--- config.mk ---
export PLATFORM = sky130hd
export DESIGN_NAME = dial_lock_fsm_flat
export DESIGN_NICKNAME = d
export VERILOG_FILES = /design/src/rtl/dial_lock_fsm_if.sv /design/src/rtl/dial_lock_fsm.sv /design/src/flat_wrapper.sv
export SDC_FILE = /design/constraint.sdc
export NUM_CORES = 1
export LEC_CHECK = 0
export ABC_AREA = 1
export ABC_CLOCK_PERIOD_IN_PS = 1900
export CORE_MARGIN = 3
export CORE_UTILIZATION = 53
export CTS_BUF_LIST = sky130_fd_sc_hd__clkbuf_16
export DETAILED_ROUTE_END_ITERATION = 10
export HOLD_SLACK_MARGIN = 0.08
export PLACE_DENSITY = 0.77
export REMOVE_ABC_BUFFERS = 1
export SETUP_SLACK_MARGIN = 0.5
export SYNTH_ARGS = -nofsm -noshare
export SYNTH_HDL_FRONTEND = slang
export SYNTH_SLANG_ARGS = --single-unit
--- constraint.sdc ---
create_clock -name CLK -period 1.9 [get_ports CLK]
set_input_delay 0.475 -clock CLK [delete_from_list [all_inputs] [get_ports CLK]]
set_output_delay 0.475 -clock CLK [all_outputs]
set_load 0.02 [all_outputs]
--- src/rtl/dial_lock_fsm_if.sv ---
`default_nettype none
// ============================================================================
//  Module   : dial_lock_fsm_if
//  Brief    : Signal bundle between the encoder-side driver and the dial
//             combination-lock FSM (step codes in, dial/lock status out).
//  Revision : 1.0  initial release
// ============================================================================
interface dial_lock_fsm_if #(
  parameter int POS_W = 4
);
  logic [1:0]       direction;
  logic             CLEAR;
  logic [POS_W-1:0] position;
  logic [1:0]       digit_idx;
  logic             unlocked;
  logic             alarm;
  logic             error;

  // Driver side: issues step codes and clear, observes the lock.
  modport master (
    output direction, CLEAR,
    input  position, digit_idx, unlocked, alarm, error
  );

  // Lock side: consumes step codes and clear, reports status.
  modport slave (
    input  direction, CLEAR,
    output position, digit_idx, unlocked, alarm, error
  );
endinterface
`default_nettype wire

--- src/rtl/dial_lock_fsm.sv ---
`default_nettype none
// ============================================================================
//  Module   : dial_lock_fsm
//  Brief    : Virtual dial driven by quadrature step codes, checking a
//             right-left-right three-number combination. Drives unlocked
//             for OPEN_CYCLES cycles on a correct entry.
//             Optional macro DIAL_LOCK_FAIL_LIMIT_EN adds a consecutive
//             failure counter and a sticky ALARM state (exit via CLEAR/RST).
//  Revision : 1.0  initial release
// ============================================================================
module dial_lock_fsm #(
  parameter int DIAL_SIZE   = 16,
  parameter int POS_W       = 4,
  parameter int COMBO0      = 3,
  parameter int COMBO1      = 10,
  parameter int COMBO2      = 6,
  parameter int MAX_FAIL    = 3,
  parameter int OPEN_CYCLES = 8
) (
  input  logic          CLK,
  input  logic          RST,
  dial_lock_fsm_if.slave bus
);

  localparam int               c_open_w    = (OPEN_CYCLES > 1) ? $clog2(OPEN_CYCLES) : 1;
  localparam logic [c_open_w-1:0] c_open_last = c_open_w'(OPEN_CYCLES - 1);
  localparam logic [POS_W-1:0] c_pos_max   = POS_W'(DIAL_SIZE - 1);
  localparam logic [POS_W-1:0] c_combo0    = POS_W'(COMBO0);
  localparam logic [POS_W-1:0] c_combo1    = POS_W'(COMBO1);
  localparam logic [POS_W-1:0] c_combo2    = POS_W'(COMBO2);

`ifdef DIAL_LOCK_FAIL_LIMIT_EN
  localparam int                  c_fail_w   = (MAX_FAIL > 1) ? $clog2(MAX_FAIL + 1) : 1;
  localparam logic [c_fail_w-1:0] c_fail_max = c_fail_w'(MAX_FAIL);
`endif

  typedef enum logic [2:0] {
    ST_D0    = 3'd0,
    ST_D1    = 3'd1,
    ST_D2    = 3'd2,
    ST_OPEN  = 3'd3
`ifdef DIAL_LOCK_FAIL_LIMIT_EN
    ,
    ST_ALARM = 3'd4
`endif
  } state_t;

  state_t              state_q, state_d;
  logic [1:0]          dir_q;
  logic [POS_W-1:0]    pos_q, pos_d;
  logic [c_open_w-1:0] open_cnt_q, open_cnt_d;
  logic [1:0]          digit_q, digit_d;
  logic                unlocked_q;
  logic                error_q;
`ifdef DIAL_LOCK_FAIL_LIMIT_EN
  logic [c_fail_w-1:0] fail_q, fail_d;
  logic                alarm_q;
`endif

  logic                w_step;
  logic                w_right;
  logic                w_left;
  logic                w_commit_fail;
  logic [POS_W-1:0]    w_pos_moved;

  // A step is a new right/left code; holding a code or 11 never steps.
  assign w_step  = ((bus.direction == 2'b01) || (bus.direction == 2'b10)) &&
                   (bus.direction != dir_q);
  assign w_right = w_step && (bus.direction == 2'b01);
  assign w_left  = w_step && (bus.direction == 2'b10);

  // Dial position after this cycle's step, wrapping at both ends.
  always_comb begin
    w_pos_moved = pos_q;
    if (w_right) begin
      w_pos_moved = (pos_q == c_pos_max) ? '0 : pos_q + 1'b1;
    end else if (w_left) begin
      w_pos_moved = (pos_q == '0) ? c_pos_max : pos_q - 1'b1;
    end
  end

  // Next-state logic; commits always compare against the pre-step position.
  always_comb begin
    state_d       = state_q;
    pos_d         = pos_q;
    open_cnt_d    = open_cnt_q;
    w_commit_fail = 1'b0;
`ifdef DIAL_LOCK_FAIL_LIMIT_EN
    fail_d        = fail_q;
`endif
    if (bus.CLEAR) begin
      // Administrative clear wins over any simultaneous step.
      state_d    = ST_D0;
      pos_d      = '0;
      open_cnt_d = '0;
`ifdef DIAL_LOCK_FAIL_LIMIT_EN
      fail_d     = '0;
`endif
    end else begin
      pos_d = w_pos_moved;
      case (state_q)
        ST_D0: begin
          if (w_left) begin
            if (pos_q == c_combo0) state_d = ST_D1;
            else                   w_commit_fail = 1'b1;
          end
        end
        ST_D1: begin
          if (w_right) begin
            if (pos_q == c_combo1) state_d = ST_D2;
            else                   w_commit_fail = 1'b1;
          end
        end
        ST_D2: begin
          if (w_left) begin
            if (pos_q == c_combo2) begin
              state_d    = ST_OPEN;
              open_cnt_d = '0;
`ifdef DIAL_LOCK_FAIL_LIMIT_EN
              fail_d     = '0;
`endif
            end else begin
              w_commit_fail = 1'b1;
            end
          end
        end
        ST_OPEN: begin
          // Steps still move the dial here but are never evaluated.
          if (open_cnt_q == c_open_last) begin
            state_d    = ST_D0;
            open_cnt_d = '0;
          end else begin
            open_cnt_d = open_cnt_q + 1'b1;
          end
        end
`ifdef DIAL_LOCK_FAIL_LIMIT_EN
        ST_ALARM: begin
          // Dial is frozen; only CLEAR or reset leave this state.
          pos_d = pos_q;
        end
`endif
        default: begin
          state_d = ST_D0;
        end
      endcase

      if (w_commit_fail) begin
`ifdef DIAL_LOCK_FAIL_LIMIT_EN
        fail_d  = fail_q + 1'b1;
        state_d = (fail_d == c_fail_max) ? ST_ALARM : ST_D0;
`else
        state_d = ST_D0;
`endif
      end
    end

    case (state_d)
      ST_D0:   digit_d = 2'd0;
      ST_D1:   digit_d = 2'd1;
      ST_D2:   digit_d = 2'd2;
      default: digit_d = 2'd3;
    endcase
  end

  // State, dial and registered outputs; reset returns everything to idle.
  always_ff @(posedge CLK or negedge RST) begin
    if (!RST) begin
      state_q    <= ST_D0;
      dir_q      <= 2'b00;
      pos_q      <= '0;
      open_cnt_q <= '0;
      digit_q    <= 2'd0;
      unlocked_q <= 1'b0;
      error_q    <= 1'b0;
    end else begin
      state_q    <= state_d;
      dir_q      <= bus.direction;
      pos_q      <= pos_d;
      open_cnt_q <= open_cnt_d;
      digit_q    <= digit_d;
      unlocked_q <= (state_d == ST_OPEN);
      // Only the first cycle of an 11 run flags an error, even under CLEAR.
      error_q    <= (bus.direction == 2'b11) && (dir_q != 2'b11);
    end
  end

`ifdef DIAL_LOCK_FAIL_LIMIT_EN
  // Consecutive-failure counter and alarm flag.
  always_ff @(posedge CLK or negedge RST) begin
    if (!RST) begin
      fail_q  <= '0;
      alarm_q <= 1'b0;
    end else begin
      fail_q  <= fail_d;
      alarm_q <= (state_d == ST_ALARM);
    end
  end

  assign bus.alarm = alarm_q;
`else
  assign bus.alarm = 1'b0;
`endif

  assign bus.position  = pos_q;
  assign bus.digit_idx = digit_q;
  assign bus.unlocked  = unlocked_q;
  assign bus.error     = error_q;

endmodule
`default_nettype wire

--- src/flat_wrapper.sv ---
// flat-port wrapper written by rule: the top's interface ports become plain ports
module dial_lock_fsm_flat 
#(
  parameter int DIAL_SIZE   = 16,
  parameter int POS_W       = 4,
  parameter int COMBO0      = 3,
  parameter int COMBO1      = 10,
  parameter int COMBO2      = 6,
  parameter int MAX_FAIL    = 3,
  parameter int OPEN_CYCLES = 8
)
  (CLK, RST, bus_direction, bus_CLEAR, bus_position, bus_digit_idx, bus_unlocked, bus_alarm, bus_error);
  dial_lock_fsm_if #(.POS_W(POS_W)) bus_i ();
  input  logic CLK;
  input  logic RST;
  input wire logic [$bits(bus_i.direction)-1:0] bus_direction;
  input wire logic [$bits(bus_i.CLEAR)-1:0] bus_CLEAR;
  output wire logic [$bits(bus_i.position)-1:0] bus_position;
  output wire logic [$bits(bus_i.digit_idx)-1:0] bus_digit_idx;
  output wire logic [$bits(bus_i.unlocked)-1:0] bus_unlocked;
  output wire logic [$bits(bus_i.alarm)-1:0] bus_alarm;
  output wire logic [$bits(bus_i.error)-1:0] bus_error;
  assign bus_i.direction = bus_direction;
  assign bus_i.CLEAR = bus_CLEAR;
  assign bus_position = bus_i.position;
  assign bus_digit_idx = bus_i.digit_idx;
  assign bus_unlocked = bus_i.unlocked;
  assign bus_alarm = bus_i.alarm;
  assign bus_error = bus_i.error;
  dial_lock_fsm #(.DIAL_SIZE(DIAL_SIZE), .POS_W(POS_W), .COMBO0(COMBO0), .COMBO1(COMBO1), .COMBO2(COMBO2), .MAX_FAIL(MAX_FAIL), .OPEN_CYCLES(OPEN_CYCLES)) u_core (.CLK(CLK), .RST(RST), .bus(bus_i));
endmodule
==> metrics.txt <==
vias=1112; Crit path max-delay family=simple AND/OR/NAND/NOR gates; Die H=51.0 microns; Starting DRT DRC Count=49; commonest non-fill, non-tap cells in the layout=nand2_1, inv_1, dfrtp_1; syn_area_per_cell=7.78 sq um; initial antenna violation count=0; Starting Density=59.0%; commonest non-fill, non-tap cell in the layout=nand2_1; CP Data Arrival Time=1.72 ns; Root Driver=clkbuf_16; fmax=649 MHz; Slowest Stage Delay on Critical Path=0.45 ns; WHS Endpoint=u_core.dir_q[1]; Yosys cell types=26; cell area after synthesis=1070 sq um; core area=1820 sq um; Clock Skew=0.00472 ns; total chip power=1.46 mW; number of port buffers=12; CTS buffer count=3; final setup vio count=0; gr ovfl total=0; Reg2Reg Setup Slack=0.36 ns; WHS=0.485 ns; Synth-to-Final Area Change=48.3%; Post-CTS Hold Buffers=0; PwrDens=917 nW/um^2; Worst setup SP type=register; Die X=51.0 microns; layout cells sized above 1=44.7%; Reg2Reg Launch Point=u_core.bus.position[0]; RSZ-0062 raised after global routing=true; largest net degree at the start of global routing=17; register area share after synthesis=37.3%; Req. time, crit path=2.08 ns; clk sinks=16; 1st-pass router iterations=4; FF+latch count, synth=16; status=finished, final reports clean; Slowest-stage cell, CP=dfrtp_2; WP buf/inv=1; VDD IR-drop max=923 uV; CTS tree=done; gr usage total=24.9%; Crit Path Max Fanout=5; first-pass GRT wire length=4780 microns; synth warn=0; clk slew on worst S/H paths=0.05 ns; Antenna Violating Nets Remaining=0; gp weighted congestion=0.862; io pins=14; Final #Nets=185; Filler Cell Count=85; worst skew pair latency=0.25 ns; Final HPWL DP=1730 microns; vias in the first global route=1035; Post-Synthesis Cells=138; drt total wl=3310 microns; Max Cap Violations=0; buffers from clock root to sink, at most=2; Via density=5.70; Residual DRC=0; CP cell instances=inv_4 > ha_4 > nand2_4 > nor2_4 > nand2_2 > nand2_1 > nor2_2 > nor2_2 > nand3_2 > nor2_2; static leakage=0.819 nW; Cell Rows=15; die area=2600 sq um; CTS H-Tree Depth=1; ANT cells=0; Hold Fails Final Rpt=0; worst r2r path cells=10; hold path cells=2; Setup CP Type=register to register; minimum clock period=1.54 ns; FF-to-FF End=u_core.bus.unlocked; worst hold path class=input pin to register; most frequent CP cell=nor2_2; hold path start=bus_direction[1]; Setup TNS Final=0 ns; final worst path period share=81.1%; Slew Limit Fails=0; WL/cell=16.9 microns; Crit. End Element=register
cell families after synthesis:
kind of cell,Yosys count,synth area share [%]
buffers and inverters,27,10.5
AND/OR/NAND/NOR,68,32.4
flip-flops,16,37.3
XOR/XNOR,2,1.63
other,1,0.349
adder cells (fa/ha/maj),9,10.5
AO/OA/AOI/OAI,15,7.34
sequential cells by signal, indices dropped and copies added (netlist names):
| register | count |
|---|---|
| u_core.bus.unlocked | 1 |
| u_core.bus.position | 4 |
| u_core.dir_q | 2 |
| u_core.state_q | 3 |
| u_core.bus.digit_idx | 2 |
| u_core.bus.error | 1 |
| u_core.open_cnt_q | 3 |
worst max path at each step:
stage | startpoint | endpoint | cells past startpoint
final | u_core.bus.position[0] | u_core.bus.unlocked | 10
after global routing | u_core.bus.position[1] | u_core.bus.position[3] | 9
after CTS | u_core.bus.position[0] | u_core.bus.unlocked | 10
after detailed placement | bus_direction[0] | u_core.state_q[0] | 9
after global placement | bus_direction[0] | u_core.state_q[0] | 9
after floorplan | u_core.bus.position[0] | u_core.bus.position[2] | 7
per-layer routing:
| layer | wire length, microns | vias to the layer above | GRT usage, % |
|---|---|---|---|
| li1 | - | 506 | - |
| met1 | 1330 | 535 | 28.9 |
| met2 | 1650 | 60 | 45.3 |
| met3 | 209 | 11 | 4.96 |
| met4 | 113 | 0 | 8.07 |
| met5 | 0 | - | 0 |
synth_stat cells (all sizes together):
cell type / n / area [sq um]
nand2: 29 / 116
inv: 25 / 93.8
nor2: 17 / 68.8
dfrtp: 16 / 400
nand3: 14 / 103
o21ai: 11 / 55.1
ha: 9 / 113
nor3: 3 / 26.3
a21oi: 2 / 10.0
buf: 2 / 18.8
nand4: 2 / 12.5
xor2: 2 / 17.5
a21boi: 1 / 7.51
conb: 1 / 3.75
nand3b: 1 / 7.51
nor3b: 1 / 7.51
o22ai: 1 / 6.26
or2: 1 / 6.26
cell type report:
cell class	count	area [sq um]	share of cell area, %
Multi-Input combinational cell	97	747	46.9
Sequential cell	16	403	25.3
Timing Repair Buffer	28	230	14.5
Inverter	25	101	6.37
Clock buffer	3	75.1	4.72
Tap cell	25	31.3	1.97
Clock inverter	1	3.75	0.236
metrics by stage:
stage / util, % / setup slack [ns] / cells / instance area (sq um)
CTS: 82.4 / 0.463 / 193 / 1500
global placement: 69.3 / -0.151 / 181 / 1260
detailed placement: 69.3 / -0.215 / 181 / 1260
floorplan: - / 0.322 / 137 / 1060
finish: 87.4 / 0.358 / 195 / 1590
global route: 87.4 / 0.273 / 195 / 1590
timing repair:
| item | in CTS | in global routing |
|---|---|---|
| pin swaps | 20 | 17 |
| resized for setup | 58 | 27 |
| setup endpoints to repair | 20 | 17 |
| buffers inserted | 7 | 2 |
| gates cloned | 1 | 0 |
power breakdown:
group | switching (mW) | internal [mW] | total [mW]
logic | 0.362 | 0.268 | 0.630
registers | 0.0368 | 0.373 | 0.410
clock network | 0.140 | 0.280 | 0.420
total | 0.539 | 0.920 | 1.46
Note: power is estimated with default switching activity, not from simulation.
